`src/rtl/regbank_wb_scheduler_pkg.sv`:
```
// Shared constants and types for the register-bank writeback scheduler.
package regbank_wb_scheduler_pkg;

  localparam int DATA_W = 64;
  localparam int ADDR_W = 5;
  localparam int NREG   = 2 ** ADDR_W;

  typedef struct packed {
    logic              valid;
    logic [ADDR_W-1:0] addr;
    logic [DATA_W-1:0] data;
  } wb_req_t;

  // Which requester wins when both are valid.
  typedef enum logic {
    ARB_PRI0 = 1'b0,
    ARB_PRI1 = 1'b1
  } arb_state_e;

endpackage

```
`src/rtl/regbank_wb_scheduler_if.sv`:
```
// Issue, writeback and bank-write signals of the writeback scheduler.
interface regbank_wb_scheduler_if;
  import regbank_wb_scheduler_pkg::*;

  logic              iss_valid;
  logic [ADDR_W-1:0] iss_dest;
  logic [ADDR_W-1:0] iss_srca;
  logic [ADDR_W-1:0] iss_srcb;
  logic              iss_ready;

  logic              wb0_valid;
  logic [ADDR_W-1:0] wb0_addr;
  logic [DATA_W-1:0] wb0_data;
  logic              wb0_ready;

  logic              wb1_valid;
  logic [ADDR_W-1:0] wb1_addr;
  logic [DATA_W-1:0] wb1_data;
  logic              wb1_ready;

  logic              wr_en;
  logic [ADDR_W-1:0] wr_addr;
  logic [DATA_W-1:0] wr_data;
  logic              fwd_a;
  logic              fwd_b;
  logic              wb_err;

  modport master (
    output iss_valid, iss_dest, iss_srca, iss_srcb,
    output wb0_valid, wb0_addr, wb0_data,
    output wb1_valid, wb1_addr, wb1_data,
    input  iss_ready, wb0_ready, wb1_ready,
    input  wr_en, wr_addr, wr_data, fwd_a, fwd_b, wb_err
  );

  modport slave (
    input  iss_valid, iss_dest, iss_srca, iss_srcb,
    input  wb0_valid, wb0_addr, wb0_data,
    input  wb1_valid, wb1_addr, wb1_data,
    output iss_ready, wb0_ready, wb1_ready,
    output wr_en, wr_addr, wr_data, fwd_a, fwd_b, wb_err
  );

endinterface

```
`src/rtl/regbank_wb_scheduler_rr_arb2.sv`:
```
// Two-way round-robin arbiter; the winner of a contested cycle loses the next one.
module rr_arb2
  import regbank_wb_scheduler_pkg::*;
(
  input  logic       clk,
  input  logic       rst,
  input  logic [1:0] valid,
  output logic [1:0] grant
);

  arb_state_e state, state_nxt;

  always_ff @(posedge clk) begin
    if (rst) state <= ARB_PRI0;
    else     state <= state_nxt;
  end

  // Any grant hands priority to the other side, contested or not.
  always_comb begin
    state_nxt = state;
    if (grant[0])      state_nxt = ARB_PRI1;
    else if (grant[1]) state_nxt = ARB_PRI0;
  end

  always_comb begin
    grant = 2'b00;
    if (!rst) begin
      if (valid == 2'b11) grant = (state == ARB_PRI0) ? 2'b01 : 2'b10;
      else                grant = valid;
    end
  end

endmodule

```
`src/rtl/regbank_wb_scheduler.sv`:
```
// Shares the register bank write port between ALU and load writeback, and stalls issue on
// hazards against pending writes. Define REGBANK_BYPASS_EN to forward sources from wr_data.
module regbank_wb_scheduler
  import regbank_wb_scheduler_pkg::*;
(
  input  logic                   clk,
  input  logic                   rst,
  regbank_wb_scheduler_if.slave  bus
);

  wb_req_t           req0, req1, win;
  logic [1:0]        grant;
  logic              xfer;

  logic              wr_en;
  logic [ADDR_W-1:0] wr_addr;
  logic [DATA_W-1:0] wr_data;
  logic              wb_err;

  logic [NREG-1:0]   busy, busy_clr, busy_set;
  logic              hit_a, hit_b, ok_a, ok_b, iss_ready;

  assign req0 = '{valid: bus.wb0_valid, addr: bus.wb0_addr, data: bus.wb0_data};
  assign req1 = '{valid: bus.wb1_valid, addr: bus.wb1_addr, data: bus.wb1_data};

  rr_arb2 u_arb (
    .clk   (clk),
    .rst   (rst),
    .valid ({req1.valid, req0.valid}),
    .grant (grant)
  );

  assign bus.wb0_ready = grant[0];
  assign bus.wb1_ready = grant[1];
  assign xfer          = |grant;
  assign win           = grant[1] ? req1 : req0;

  always_ff @(posedge clk) begin
    if (rst) begin
      wr_en   <= 1'b0;
      wr_addr <= '0;
      wr_data <= '0;
    end else begin
      wr_en <= xfer;
      if (xfer) begin
        wr_addr <= win.addr;
        wr_data <= win.data;
      end
    end
  end

`ifdef REGBANK_BYPASS_EN
  assign hit_a = busy[bus.iss_srca] && wr_en && (wr_addr == bus.iss_srca);
  assign hit_b = busy[bus.iss_srcb] && wr_en && (wr_addr == bus.iss_srcb);
`else
  assign hit_a = 1'b0;
  assign hit_b = 1'b0;
`endif

  // Sources may be bypassed from the commit stage; the destination never is (WAW).
  assign ok_a      = !busy[bus.iss_srca] || hit_a;
  assign ok_b      = !busy[bus.iss_srcb] || hit_b;
  assign iss_ready = bus.iss_valid && !busy[bus.iss_dest] && ok_a && ok_b && !rst;

  assign busy_clr = wr_en     ? (NREG'(1) << wr_addr)      : '0;
  assign busy_set = iss_ready ? (NREG'(1) << bus.iss_dest) : '0;

  always_ff @(posedge clk) begin
    if (rst) begin
      busy   <= '0;
      wb_err <= 1'b0;
    end else begin
      busy <= (busy & ~busy_clr) | busy_set;
      // A commit that finds nothing pending is a stray or duplicate writeback.
      if (wr_en && !busy[wr_addr]) wb_err <= 1'b1;
    end
  end

  assign bus.iss_ready = iss_ready;
  assign bus.fwd_a     = hit_a && bus.iss_valid && !rst;
  assign bus.fwd_b     = hit_b && bus.iss_valid && !rst;
  assign bus.wr_en     = wr_en;
  assign bus.wr_addr   = wr_addr;
  assign bus.wr_data   = wr_data;
  assign bus.wb_err    = wb_err;

endmodule

```
`src/flat_wrapper.sv`:
```
// flat-port wrapper written by rule: the top's interface ports become plain ports
module regbank_wb_scheduler_flat import regbank_wb_scheduler_pkg::*;
  (clk, rst, bus_iss_valid, bus_iss_dest, bus_iss_srca, bus_iss_srcb, bus_wb0_valid, bus_wb0_addr, bus_wb0_data, bus_wb1_valid, bus_wb1_addr, bus_wb1_data, bus_iss_ready, bus_wb0_ready, bus_wb1_ready, bus_wr_en, bus_wr_addr, bus_wr_data, bus_fwd_a, bus_fwd_b, bus_wb_err);
  regbank_wb_scheduler_if bus_i ();
  input  logic clk;
  input  logic rst;
  input wire logic [$bits(bus_i.iss_valid)-1:0] bus_iss_valid;
  input wire logic [$bits(bus_i.iss_dest)-1:0] bus_iss_dest;
  input wire logic [$bits(bus_i.iss_srca)-1:0] bus_iss_srca;
  input wire logic [$bits(bus_i.iss_srcb)-1:0] bus_iss_srcb;
  input wire logic [$bits(bus_i.wb0_valid)-1:0] bus_wb0_valid;
  input wire logic [$bits(bus_i.wb0_addr)-1:0] bus_wb0_addr;
  input wire logic [$bits(bus_i.wb0_data)-1:0] bus_wb0_data;
  input wire logic [$bits(bus_i.wb1_valid)-1:0] bus_wb1_valid;
  input wire logic [$bits(bus_i.wb1_addr)-1:0] bus_wb1_addr;
  input wire logic [$bits(bus_i.wb1_data)-1:0] bus_wb1_data;
  output wire logic [$bits(bus_i.iss_ready)-1:0] bus_iss_ready;
  output wire logic [$bits(bus_i.wb0_ready)-1:0] bus_wb0_ready;
  output wire logic [$bits(bus_i.wb1_ready)-1:0] bus_wb1_ready;
  output wire logic [$bits(bus_i.wr_en)-1:0] bus_wr_en;
  output wire logic [$bits(bus_i.wr_addr)-1:0] bus_wr_addr;
  output wire logic [$bits(bus_i.wr_data)-1:0] bus_wr_data;
  output wire logic [$bits(bus_i.fwd_a)-1:0] bus_fwd_a;
  output wire logic [$bits(bus_i.fwd_b)-1:0] bus_fwd_b;
  output wire logic [$bits(bus_i.wb_err)-1:0] bus_wb_err;
  assign bus_i.iss_valid = bus_iss_valid;
  assign bus_i.iss_dest = bus_iss_dest;
  assign bus_i.iss_srca = bus_iss_srca;
  assign bus_i.iss_srcb = bus_iss_srcb;
  assign bus_i.wb0_valid = bus_wb0_valid;
  assign bus_i.wb0_addr = bus_wb0_addr;
  assign bus_i.wb0_data = bus_wb0_data;
  assign bus_i.wb1_valid = bus_wb1_valid;
  assign bus_i.wb1_addr = bus_wb1_addr;
  assign bus_i.wb1_data = bus_wb1_data;
  assign bus_iss_ready = bus_i.iss_ready;
  assign bus_wb0_ready = bus_i.wb0_ready;
  assign bus_wb1_ready = bus_i.wb1_ready;
  assign bus_wr_en = bus_i.wr_en;
  assign bus_wr_addr = bus_i.wr_addr;
  assign bus_wr_data = bus_i.wr_data;
  assign bus_fwd_a = bus_i.fwd_a;
  assign bus_fwd_b = bus_i.fwd_b;
  assign bus_wb_err = bus_i.wb_err;
  regbank_wb_scheduler u_core (.clk(clk), .rst(rst), .bus(bus_i));
endmodule
```
`config.mk`:
```
export PLATFORM = sky130hd
export DESIGN_NAME = regbank_wb_scheduler_flat
export DESIGN_NICKNAME = d
export VERILOG_FILES = /design/src/rtl/regbank_wb_scheduler_pkg.sv /design/src/rtl/regbank_wb_scheduler_if.sv /design/src/rtl/regbank_wb_scheduler_rr_arb2.sv /design/src/rtl/regbank_wb_scheduler.sv /design/src/flat_wrapper.sv
export SDC_FILE = /design/constraint.sdc
export NUM_CORES = 1
export LEC_CHECK = 0
export CAP_MARGIN = 10
export CELL_PAD_IN_SITES_DETAIL_PLACEMENT = 0
export CELL_PAD_IN_SITES_GLOBAL_PLACEMENT = 1
export CORE_MARGIN = 2
export CORE_UTILIZATION = 48
export CTS_BUF_LIST = sky130_fd_sc_hd__clkbuf_4
export DETAILED_ROUTE_END_ITERATION = 16
export DONT_BUFFER_PORTS = 1
export MAX_ROUTING_LAYER = met4
export PLACE_DENSITY = 0.88
export SLEW_MARGIN = 0
export SYNTH_ARGS = -nofsm -noshare
export SYNTH_HDL_FRONTEND = slang
export SYNTH_SLANG_ARGS = --single-unit
```
`constraint.sdc`:
```
create_clock -name clk -period 3.33 [get_ports clk]
set_input_delay 0.4995 -clock clk [delete_from_list [all_inputs] [get_ports clk]]
set_output_delay 0.4995 -clock clk [all_outputs]
set_load 0.01 [all_outputs]
```
==> out/results.tsv <==
metric	value	unit
p_leak	1.984	nW
grt_util_all_layers	25.74	%
clk_pin_slew_worst_paths	0.16	ns
peakVddDrop	0.0002884	V
hold_viol	0	
io_pins	234	
cp_data_required_time	2.83	ns
outcome	completed	
final.setup.tns	0	ns
cp-start-kind	register	
finalSetupViolCount	0	
area_growth_syn_to_layout	2.439	%
crit_arrival	2.61	ns
placementRows	39	
worstPathMaxFanout	18	
r2r_start	u_core.busy[19]	
yosysMostFrequentCell	dfxtp_1	
hpwl	11980	um
grt_overflow	0	
p_sw	687.3	uW
vias_per_cell	6.838	
finClkSkew	0.01587	ns
synth_common_cells	dfxtp_1, mux2i_1, nor2_1, a211oi_1, clkbuf_1	
drtPass1Iterations	5	
ys_seq_elements	104	
crit_path_end_kind	output pin	
ys.warnings.count	0	
drive_gt1_share	10.89	%
drt_iter0_drc	405	
drc	0	
root_buffer	clkbuf_4	
syn_avg_cell_area	9.594	um^2
wirelength	16460	um
powerDensity	405.0	nW/um^2
rsz0062_at_grt	false	
cts_hold_buf	0	
synth_edf_count	0	
post_cts_buffers	0	
die_area	12860	um^2
grt_pass1_wl	25820	um
vias	4814	
grt_max_degree	79	
period_needed	3.108	ns
cts_tree	done	
switching_share	28.83	%
fillers	1049	
p_clk_share	26.6	%
grt_pass1_vias	4803	
fin_util	50.90	%
max_freq	0.3217	GHz
clk_path_buf_depth	2	
cts_sinks	104	
post_drt_wl_per_cell	23.38	um
hold_class	in -> reg	
port_buffers	0	
core-area	11560	um^2
synthFlopType	dfxtp_1	
yosysTopAreaCellShare	36.23	%
gp_congestion	0.9065	
p_int	1.697	mW
post_cts_resized	0	
clock_latency	0.44	ns
maxCapViolCount	0	
antenna_found_initial	1	
slew_headroom	35.03	%
power_frac_seq	60.5	%
ys_types	46	
cts_buffers	9	
dieWidth	113.4	um
die_h	113.4	um
synth.top_cells.by_area	dfxtp_1, mux2i_1, a211oi_1	
synth_area_leader_cell	dfxtp_1	
critPathKind	reg -> out	
nets	714	
netlist_area	5747	um^2
htree_levels	3	
drv_slew	0	
min_from	rst	
p_comb_share	12.8	%
synth_seq_area_share	36.23	%
detail-route-antenna-nets	0	
synthArstFlopShare	0	%
fin_crit_sh	93.35	%
syn_inst	599	
initial_core_util	49.69	%
critPathLaunch	u_core.busy[19]	
worst_slew_pin_slew	0.9731	ns
==> worst paths after layout <==
check                                end  slack, ns  cells past startpoint
setup / recovery           bus_iss_ready       0.22                      5
hold / removal    u_core.bus.wr_data[54]       0.11                      1
setup reg to reg         u_core.busy[27]       0.71                      7
hold reg to reg       u_core.u_arb.state       0.50                      2
==> stage by stage <==
stage,cells,cell area [um^2],hold WS (ns),setup WS (ns),power [mW]
floorplan,600,5751,0.4576,0.2654,1.728
global placement,688,5746,0.4605,0.4329,1.763
detailed placement,688,5746,0.4876,0.4004,1.773
CTS,703,5879,0.07145,0.06242,2.400
global route,704,5887,0.06185,0.1192,2.492
finish,704,5887,0.1137,0.2216,2.384
==> routing by layer <==
layer | part of all wire (%) | wire length (um) | global-route usage (%) | vias up
met5 | 0 | 0 | - | -
met3 | 8.7 | 1439 | 5.845 | 37
met1 | 40 | 6610 | 32.10 | 2304
li1 | - | - | - | 2199
met2 | 49 | 8063 | 41.40 | 274
met4 | 2.1 | 350 | 8.943 | 0
==> cell type report <==
| type | instances | area [um^2] | share of cell area (%) |
|---|---|---|---|
| well taps | 143 | 178.9 | 3.039 |
| clock buffers | 10 | 75.07 | 1.275 |
| multi-input cells | 429 | 3406 | 57.85 |
| repair buffers | 7 | 65.06 | 1.105 |
| flip-flops and latches | 104 | 2082 | 35.37 |
| diodes | 1 | 2.502 | 0.04251 |
| inverters | 5 | 18.77 | 0.3188 |
| clock inverters | 5 | 58.81 | 0.9989 |
==> logic make-up (layout without fill, tap and decap cells) <==
logic type | count (synthesis) | in the layout | share of synthesized area (%)
other | 1 | 3 | 0.06525
muxes | 115 | 115 | 24.75
DFF | 104 | 104 | 36.23
buffers and inverters | 67 | 27 | 4.964
AOI/OAI and AO/OA | 140 | 140 | 19.44
and+or+nand+nor | 172 | 172 | 14.54
==> critical path, stage by stage (launching register included) <==
cell       delay (ns)
dfxtp_1          0.37
mux4_2           0.48
a2bb2oi_1        0.14
and4b_1          0.20
or4_4            0.62
a211oi_2         0.37
==> sequential cells by signal, summed over array words and instances, names as in the netlist <==
register and cells:
u_core.bus.wr_addr 5, u_core.bus.wr_en 1, u_core.busy 32, u_core.bus.wb_err 1, u_core.bus.wr_data 64, u_core.u_arb.state 1
==> cells in the final DEF, fill, tap and decap left out, types with 2 or more instances in the layout <==
cell type	count
a211oi_1	70
clkbuf_4	10
mux4_2	21
nor3b_1	3
nand2b_1	14
nor3_1	4
o31ai_1	8
o311ai_0	5
buf_4	6
mux2_2	3
dfxtp_1	104
inv_1	4
a2111oi_0	2
o211ai_1	12
nand3_1	24
and3_1	4
nor2_1	77
o31ai_2	8
conb_1	2
a21oi_1	2
a22oi_1	6
or3b_2	2
clkinvlp_4	2
o22ai_1	3
mux2i_1	87
nand4b_1	4
o2111ai_1	3
or3_1	3
o41ai_1	16
nand3b_1	4
nand2_1	20
mux2_1	4
nor2b_1	5
==> power by group through the flow <==
stage / logic, mW / registers (mW) / clock network [mW]
after floorplan: 0.309 / 1.42 / 0
after global placement: 0.292 / 1.47 / 0
after detailed placement: 0.303 / 1.47 / 0
after CTS: 0.303 / 1.44 / 0.652
after global routing: 0.336 / 1.45 / 0.704
final: 0.305 / 1.44 / 0.635
Power figures use the tool's default switching activity.
